$ cat src/rtl/divider_pkg.sv
// rtl/divider_pkg.sv - shared constants and FSM state type for the restoring divider
//
// Purpose : operand width, iteration count, step counter width and the
//           control state encoding used by divider_control and
//           restoring_divider.
// Ports   : none (package).
package divider_pkg;

  localparam int WIDTH = 8;
  localparam int ITER  = 8;
  localparam int CNT_W = $clog2(ITER);

  typedef enum logic [1:0] {
    IDLE = 2'd0,
    LOAD = 2'd1,
    STEP = 2'd2,
    DONE = 2'd3
  } state_t;

endpackage

$ cat src/rtl/HexDriver.sv
// rtl/HexDriver.sv - nibble to active-low seven-segment decoder
//
// Purpose : combinational decode of a 4-bit value to segments {g,f,e,d,c,b,a},
//           active low (0 lights a segment).
// Ports   : i_hex [3:0] nibble in
//           o_seg [6:0] segment image out
module HexDriver (
  input  logic [3:0] i_hex,
  output logic [6:0] o_seg
);

  always_comb begin
    o_seg = 7'b1111111;
    case (i_hex)
      4'h0: o_seg = 7'b1000000;
      4'h1: o_seg = 7'b1111001;
      4'h2: o_seg = 7'b0100100;
      4'h3: o_seg = 7'b0110000;
      4'h4: o_seg = 7'b0011001;
      4'h5: o_seg = 7'b0010010;
      4'h6: o_seg = 7'b0000010;
      4'h7: o_seg = 7'b1111000;
      4'h8: o_seg = 7'b0000000;
      4'h9: o_seg = 7'b0010000;
      4'hA: o_seg = 7'b0001000;
      4'hB: o_seg = 7'b0000011;
      4'hC: o_seg = 7'b1000110;
      4'hD: o_seg = 7'b0100001;
      4'hE: o_seg = 7'b0000110;
      4'hF: o_seg = 7'b0001110;
      default: o_seg = 7'b1111111;
    endcase
  end

endmodule

$ cat src/rtl/divider_control.sv
// rtl/divider_control.sv - sequencing FSM for the restoring divider
//
// Purpose : IDLE/LOAD/STEP/DONE controller with the 8-iteration step counter.
//           Optional macro DIVIDER_DBZ_TRAP_EN: LOAD with a zero divisor
//           jumps straight to DONE instead of iterating.
// Ports   : i_clk            clock, rising edge
//           i_rst_n          asynchronous active-low reset
//           i_clear_a_load_b clear A / load dividend request (IDLE only)
//           i_run            start request (IDLE only), held to stay in DONE
//           i_dbz            divisor-is-zero (only with DIVIDER_DBZ_TRAP_EN)
//           o_ld_b           load dividend into B, clear X
//           o_ld_d           latch divisor, set X from divisor==0
//           o_step           perform one restoring iteration
//           o_clr_a          clear A
module divider_control
  import divider_pkg::*;
(
  input  logic i_clk,
  input  logic i_rst_n,
  input  logic i_clear_a_load_b,
  input  logic i_run,
`ifdef DIVIDER_DBZ_TRAP_EN
  input  logic i_dbz,
`endif
  output logic o_ld_b,
  output logic o_ld_d,
  output logic o_step,
  output logic o_clr_a
);

  state_t             r_state;
  state_t             w_state_nxt;
  logic [CNT_W-1:0]   r_count;
  logic [CNT_W-1:0]   w_count_nxt;

  always_ff @(posedge i_clk or negedge i_rst_n) begin
    if (!i_rst_n) begin
      r_state <= IDLE;
      r_count <= '0;
    end else begin
      r_state <= w_state_nxt;
      r_count <= w_count_nxt;
    end
  end

  always_comb begin
    w_state_nxt = r_state;
    w_count_nxt = r_count;
    o_ld_b      = 1'b0;
    o_ld_d      = 1'b0;
    o_step      = 1'b0;
    o_clr_a     = 1'b0;
    case (r_state)
      IDLE: begin
        // Load has priority: a simultaneous Run is dropped, not deferred.
        if (i_clear_a_load_b) begin
          o_ld_b  = 1'b1;
          o_clr_a = 1'b1;
        end else if (i_run) begin
          w_state_nxt = LOAD;
        end
      end
      LOAD: begin
        o_ld_d      = 1'b1;
        w_count_nxt = '0;
`ifdef DIVIDER_DBZ_TRAP_EN
        // A is not cleared on the trap path: the datapath moves B into A.
        if (i_dbz) begin
          w_state_nxt = DONE;
        end else begin
          o_clr_a     = 1'b1;
          w_state_nxt = STEP;
        end
`else
        o_clr_a     = 1'b1;
        w_state_nxt = STEP;
`endif
      end
      STEP: begin
        o_step = 1'b1;
        // Counter parks at its last value rather than wrapping.
        if (r_count == CNT_W'(ITER - 1)) begin
          w_state_nxt = DONE;
        end else begin
          w_count_nxt = r_count + 1'b1;
        end
      end
      DONE: begin
        // Holding Run keeps us here so a long press yields one division.
        if (!i_run) begin
          w_state_nxt = IDLE;
        end
      end
      default: begin
        w_state_nxt = IDLE;
      end
    endcase
  end

endmodule

$ cat src/rtl/restoring_divider.sv
// rtl/restoring_divider.sv - 8-bit sequential restoring divider with hex displays
//
// Purpose : B holds the dividend and becomes the quotient, A becomes the
//           remainder, D latches the divisor at start. One quotient bit per
//           STEP cycle. Optional macro DIVIDER_DBZ_TRAP_EN shortcuts a zero
//           divisor to the final result in LOAD.
// Ports   : Clk           clock, rising edge
//           Reset         asynchronous active-low reset
//           ClearA_LoadB  clear A, load S into B (IDLE only)
//           Run           start a division with divisor S (IDLE only)
//           S [7:0]       switch value
//           Aval [7:0]    A register (remainder)
//           Bval [7:0]    B register (quotient)
//           X             divide-by-zero flag
//           AhexU/AhexL   segment images of A[7:4] / A[3:0]
//           BhexU/BhexL   segment images of B[7:4] / B[3:0]
module restoring_divider
  import divider_pkg::*;
(
  input  logic             Clk,
  input  logic             Reset,
  input  logic             ClearA_LoadB,
  input  logic             Run,
  input  logic [WIDTH-1:0] S,
  output logic [WIDTH-1:0] Aval,
  output logic [WIDTH-1:0] Bval,
  output logic             X,
  output logic [6:0]       AhexU,
  output logic [6:0]       AhexL,
  output logic [6:0]       BhexU,
  output logic [6:0]       BhexL
);

  logic [WIDTH-1:0] r_a;
  logic [WIDTH-1:0] r_b;
  logic [WIDTH-1:0] r_d;
  logic             r_x;

  logic             w_ld_b;
  logic             w_ld_d;
  logic             w_step;
  logic             w_clr_a;
  logic             w_s_zero;

  logic [WIDTH:0]   w_t;
  logic [WIDTH:0]   w_diff;
  logic             w_ge;
  logic [WIDTH-1:0] w_a_next;

  assign w_s_zero = (S == '0);

  divider_control u_ctrl (
    .i_clk            (Clk),
    .i_rst_n          (Reset),
    .i_clear_a_load_b (ClearA_LoadB),
    .i_run            (Run),
`ifdef DIVIDER_DBZ_TRAP_EN
    .i_dbz            (w_s_zero),
`endif
    .o_ld_b           (w_ld_b),
    .o_ld_d           (w_ld_d),
    .o_step           (w_step),
    .o_clr_a          (w_clr_a)
  );

  // Partial remainder shifted left with the next dividend bit; a 9-bit
  // compare is needed because the shifted value can exceed 8 bits.
  assign w_t      = {r_a, r_b[WIDTH-1]};
  assign w_diff   = w_t - {1'b0, r_d};
  assign w_ge     = (w_t >= {1'b0, r_d});
  assign w_a_next = w_ge ? w_diff[WIDTH-1:0] : w_t[WIDTH-1:0];

  always_ff @(posedge Clk or negedge Reset) begin
    if (!Reset) begin
      r_a <= '0;
    end else if (w_clr_a) begin
      r_a <= '0;
    end else if (w_step) begin
      r_a <= w_a_next;
`ifdef DIVIDER_DBZ_TRAP_EN
    end else if (w_ld_d && w_s_zero) begin
      r_a <= r_b;
`endif
    end
  end

  always_ff @(posedge Clk or negedge Reset) begin
    if (!Reset) begin
      r_b <= '0;
    end else if (w_ld_b) begin
      r_b <= S;
    end else if (w_step) begin
      r_b <= {r_b[WIDTH-2:0], w_ge};
`ifdef DIVIDER_DBZ_TRAP_EN
    end else if (w_ld_d && w_s_zero) begin
      r_b <= '1;
`endif
    end
  end

  always_ff @(posedge Clk or negedge Reset) begin
    if (!Reset) begin
      r_d <= '0;
    end else if (w_ld_d) begin
      r_d <= S;
    end
  end

  always_ff @(posedge Clk or negedge Reset) begin
    if (!Reset) begin
      r_x <= 1'b0;
    end else if (w_ld_b) begin
      r_x <= 1'b0;
    end else if (w_ld_d) begin
      r_x <= w_s_zero;
    end
  end

  assign Aval = r_a;
  assign Bval = r_b;
  assign X    = r_x;

  HexDriver u_hex_au (.i_hex(r_a[7:4]), .o_seg(AhexU));
  HexDriver u_hex_al (.i_hex(r_a[3:0]), .o_seg(AhexL));
  HexDriver u_hex_bu (.i_hex(r_b[7:4]), .o_seg(BhexU));
  HexDriver u_hex_bl (.i_hex(r_b[3:0]), .o_seg(BhexL));

endmodule

$ cat config.mk
export PLATFORM = sky130hd
export DESIGN_NAME = restoring_divider
export DESIGN_NICKNAME = d
export VERILOG_FILES = /design/src/rtl/divider_pkg.sv /design/src/rtl/HexDriver.sv /design/src/rtl/divider_control.sv /design/src/rtl/restoring_divider.sv
export SDC_FILE = /design/constraint.sdc
export NUM_CORES = 1
export LEC_CHECK = 0
export ABC_AREA = 1
export BUFFER_PORTS_ARGS = -buffer_cell sky130_fd_sc_hd__buf_4
export CAP_MARGIN = 20
export CORE_MARGIN = 10
export CORE_UTILIZATION = 34
export DETAILED_ROUTE_END_ITERATION = 12
export HOLD_SLACK_MARGIN = 0.03
export PLACE_DENSITY_LB_ADDON = 0.3
export SKIP_CTS_REPAIR_TIMING = 1
export SYNTH_ARGS = -nofsm -noshare
export SYNTH_HDL_FRONTEND = slang
export SYNTH_HIERARCHICAL = 1
export SYNTH_SLANG_ARGS = --single-unit
$ cat constraint.sdc
create_clock -name Clk -period 3.53 [get_ports Clk]
set_input_delay 0.353 -clock Clk [delete_from_list [all_inputs] [get_ports Clk]]
set_output_delay 0.353 -clock Clk [all_outputs]
set_load 0.05 [all_outputs]
# == Word-level counts from Yosys, hierarchy flattened ==
# Memories as Yosys holds them, arrays and structs flattened.
# Cells that the tools add are included.
# op_classes
n_reduce_logical,8
eq_ne,9
n_addsub,2
n_mux,19
magnitude_cmp,1
# op_table
operator,n
two-way mux 8 bit,5
greater-or-equal comparator 9 x 8 -> 1 bit,1
logical NOT 8 bit,1
two-way mux 2 bit,4
"inequality test 2 bit, second input constant",4
one-hot mux 2 bit (4 select lines),1
nonzero test 2 bit,4
subtractor 8 bit,1
two-way mux 1 bit,6
one-hot mux 3 bit (2 select lines),1
"equality test 2 bit, second input constant",2
AND reduction 4 bit,1
"adder 3 x 1 -> 3 bit, second input constant",1
"equality test 3 bit, second input constant",1
two-way mux 3 bit,1
"equality test 2 x 1 -> 1 bit, second input constant",1
logical NOT 2 bit,1
"inequality test 2 x 1 -> 1 bit, second input constant",1
one-hot mux 1 bit (2 select lines),1
AND reduction 2 bit,1
# word_totals
mem_bits_ro,448
mem_count,4
reg_bits,30
wordCells,49
in_bits,12
out_inout_bits,45
# memory_table
name,depth,width,read_ports,rd_ports_with_merged_regs,wr,line,source
(name not given),16,7,1,0,0,HexDriver.sv:14,case (i_hex)
(name not given),16,7,1,0,0,HexDriver.sv:14,
(name not given),16,7,1,0,0,HexDriver.sv:14,
(name not given),16,7,1,0,0,HexDriver.sv:14,

# == Longest topological paths before layout ==
# depth
depth_word,4
depth_mapped,11
mapped_depth_nobuf,11

# == Cells and area by module ==
# Netlist, hierarchy kept.
# modules_own_cells
mod,seq_area_each_um2,area_per_inst_um2,n_inst,cells_per_inst
restoring_divider,625.6,1571.5,1,208
HexDriver,0.0,274.0,4,49
divider_control,125.1,376.6,1,43

# == Worst setup path after synthesis ==
# OpenSTA, ideal clock, no wires.
# synth_timing
kind,reg-to-output
startpoint,"register r_a[4], in the netlist Aval[4]"
endpoint,output port AhexU[2]
arrival_time_ns,2.161
path_stages_with_launch,5
t_required_ns,3.177
slack_ns,1.016
n_path_buf,0
path_cell_list,dfrtp_1 -> inv_1 -> ha_1 -> nand2_1 -> o21ai_0
# synth_between
elab_chain_cells,1
# synth_rtl
element,line,source
from (decl),restoring_divider.sv:34,logic [WIDTH-1:0] r_a;
from (signal assigned),restoring_divider.sv:79,r_a <= w_a_next;
memory read (16 x 7 bit),n/a,
to (decl),restoring_divider.sv:28,"output logic [6:0] AhexU,"
# Every way passes these cells.

# == Final worst setup path ==
# layout_timing
startpoint,"register r_a[4], in the netlist Aval[4]"
endpoint,output port AhexU[3]
# Same word-level chain as after synthesis.

==> impl_metrics.py <==
metrics = {
    "sta": {
        "setup_viol": 0,
        "maxSlewHeadroom_pct": 65.07,
        "skew_ns": 0.01070,
        "setup_tns_ns": 0,
        "timing.fmax_ghz": 0.4577,
        "tightest_slew_ns": 0.5220,
        "fin_crit_ns": 2.185,
        "post-route-period-util_pct": 61.90,
        "drv_slew": 0,
        "hold_violations": 0,
        "rsz0062_at_grt": "no",
    },
    "drt": {
        "firstDrtPassIters": 4,
        "routed_wl_mm": 7.813,
        "postRouteAntennaNets": 0,
        "drtIter0Drc": 121,
        "num_vias": 2912,
        "vias_per_cell": 4.774,
        "wire_per_inst_um": 12.81,
        "drc": 0,
    },
    "yosys": {
        "synth_top_area_share_pct": 24.66,
        "synth_cells": 447,
        "syn-mean-instance-area_um2": 6.810,
        "synth_xor_area_share_pct": 0.8631,
        "synth_mux_area_share_pct": 0,
        "ys.warnings.count": 6,
        "ys_ff_latch": 30,
        "yosysTopAreaCell": "dfrtp_1",
        "synth_compound_area_share_pct": 8.878,
        "synth_top_family_by_area": "simple AND/OR/NAND/NOR gates",
        "synthTopCellsByArea": "dfrtp_1, nand2_1, ha_1",
        "synth.lib_cells_used.distinct": 30,
        "synth_ff_type": "dfrtp_1",
        "synth_edf_count": 0,
        "synthAdderAreaFrac_pct": 18.33,
        "synth.cell_area_um2": 3044,
        "synthArstFlopShare_pct": 100.0,
        "seq_area_frac_synth_pct": 24.66,
        "syn_nets": 503,
        "yosys.area_share.simple_pct": 35.88,
    },
    "grt": {
        "grt_overflow": 0,
        "grt_pass1_vias": 2828,
        "antenna_found_initial": 0,
        "track_usage_pct": 12.10,
        "grt_pass1_wl_mm": 13.50,
        "grt_max_degree": 31,
    },
    "clock_network": {
        "cts_buffers": 5,
        "cts_sinks": 30,
        "cts_tree": "built",
        "clock_path_buffers": 2,
        "cts.reportedPaths.clkPinSlew_ns": 0.07,
        "clkLatencyLatePin_ns": 0.29,
        "cts_root_buffer": "clkbuf_8",
        "h-tree-depth": 2,
    },
    "hold_path": {
        "hp-class": "in -> reg",
        "min_from": "S[1]",
    },
    "critical_path": {
        "cp.arrival_ns": 1.83,
        "path_buf_inv": 2,
        "cp-end-kind": "output pin",
        "critPathMaxStageDelay_ns": 0.58,
        "critPathKind": "reg -> out",
        "crit_top_cell": "nand2_1",
        "startpoint": "Aval[4]",
        "critical_path.slowest_cell": "dfrtp_1",
        "crit_chain": "inv_1, ha_1, nand2_1, nand3_1, nand2_1, buf_4",
        "cp.required_ns": 3.18,
        "cp_top_family": "flip-flops",
        "cp_max_fo": 9,
        "cp-start-kind": "flop",
        "rr_startpoint": "Bval[7]",
    },
    "floorplan": {
        "die_h_um": 114.6,
        "coreArea_um2": 8721,
        "num_rows": 34,
        "initial_core_util_pct": 34.91,
        "die_area_um2": 13140,
        "die_w_um": 114.6,
        "io_pins": 57,
    },
    "layout": {
        "drive_above_1_share_pct": 17.73,
        "fillers": 907,
        "layout_common_cells": "nand2_1, inv_1, nand3_1",
        "syn2layout_area_growth_pct": 19.32,
        "final_nets": 557,
        "layout_commonest_cell": "nand2_1",
        "fin_area_um2": 3632,
        "antennaDiodeCount": 0,
    },
    "placement": {
        "place_congestion": 0.8056,
        "io_buffers": 56,
        "place_area_um2": 3527,
        "dpl.hpwl_mm": 6.188,
    },
    "flow_run": {
        "maxCapViolations": 0,
    },
    "run_status": {
        "status": "completed",
    },
}
[registers in the layout, indices dropped and copies added, names as in the netlist]
name            cells
Aval                8
Bval                8
X                   1
r_d                 8
u_ctrl/r_count      3
u_ctrl/r_state      2
[cell usage after synthesis, types with 2 or more instances]
| cell type | number |
|---|---|
| nor4_1 | 2 |
| o21ai_2 | 5 |
| a21oi_1 | 5 |
| xor2_1 | 3 |
| nand2_1 | 149 |
| inv_2 | 5 |
| nand3_2 | 3 |
| clkbuf_1 | 2 |
| ha_1 | 43 |
| o21ai_1 | 10 |
| buf_2 | 4 |
| inv_1 | 68 |
| nand4_1 | 2 |
| nor2_4 | 3 |
| o21ai_0 | 13 |
| dfrtp_1 | 30 |
| nand2_2 | 3 |
| nor2_1 | 13 |
| nand3_1 | 60 |
| nand2_4 | 2 |
| o221ai_1 | 7 |
| buf_6 | 4 |
| nand3b_1 | 4 |
[tightest hold or removal path, stage by stage]
cell	delay (ns)
buf_4	0.10
nand2_1	0.04
o21ai_0	0.06
[final timing paths]
| kind | cells past startpoint | slack [ns] | end |
|---|---|---|---|
| max reg2reg | 10 | 1.47 | Bval[0] |
| max in group asynchronous | 2 | 2.69 | r_d[7] |
| min | 3 | 0.31 | r_d[1] |
| max | 6 | 1.34 | AhexU[3] |
| min reg2reg | 1 | 0.49 | u_ctrl/r_count[0] |
| min in group asynchronous | 2 | 0.54 | Aval[7] |
[per-layer routing]
layer | up-vias | part of all wire (%) | GRT usage [%]
met4 | 0 | 0.86 | 1.921
li1 | 1525 | - | -
met1 | 1322 | 48 | 16.20
met5 | - | 0 | 0
met2 | 57 | 45 | 19.25
met3 | 8 | 5.3 | 3.249
[metrics by stage]
stage                     setup WS [ns]  utilization [%]  hold WS (ns)  instances
after detailed placement          1.493            40.44        0.3117        601
final                             1.345            41.65        0.3062        610
after CTS                         1.346            41.54     0.0005812        609
after global routing              1.136            41.65        0.3038        610
after floorplan                   1.016                -       0.05741        447
after global placement            1.523            40.44        0.3054        601
[cell families (layout without fill, tap and decap cells)]
kind of cell | after synthesis | in the layout
adders and majority gates | 44 | 44
AOI/OAI and AO/OA | 42 | 42
and+or+nand+nor | 245 | 245
DFF | 30 | 30
buffers and inverters | 83 | 138
xor gates and xnor gates | 3 | 3
[cell type report]
type	instances	area, um2	share of cell area (%)
sequential	30	750.7	20.67
clock inverter	2	12.51	0.3445
tap	108	135.1	3.720
clock buffer	6	82.58	2.274
timing repair buffer	57	430.4	11.85
multi-input combinational	334	1947	53.60
inverter	73	274.0	7.544
Power is not shown: default switching activity piles up to over one toggle a cycle in this logic, so the estimate is an artifact.
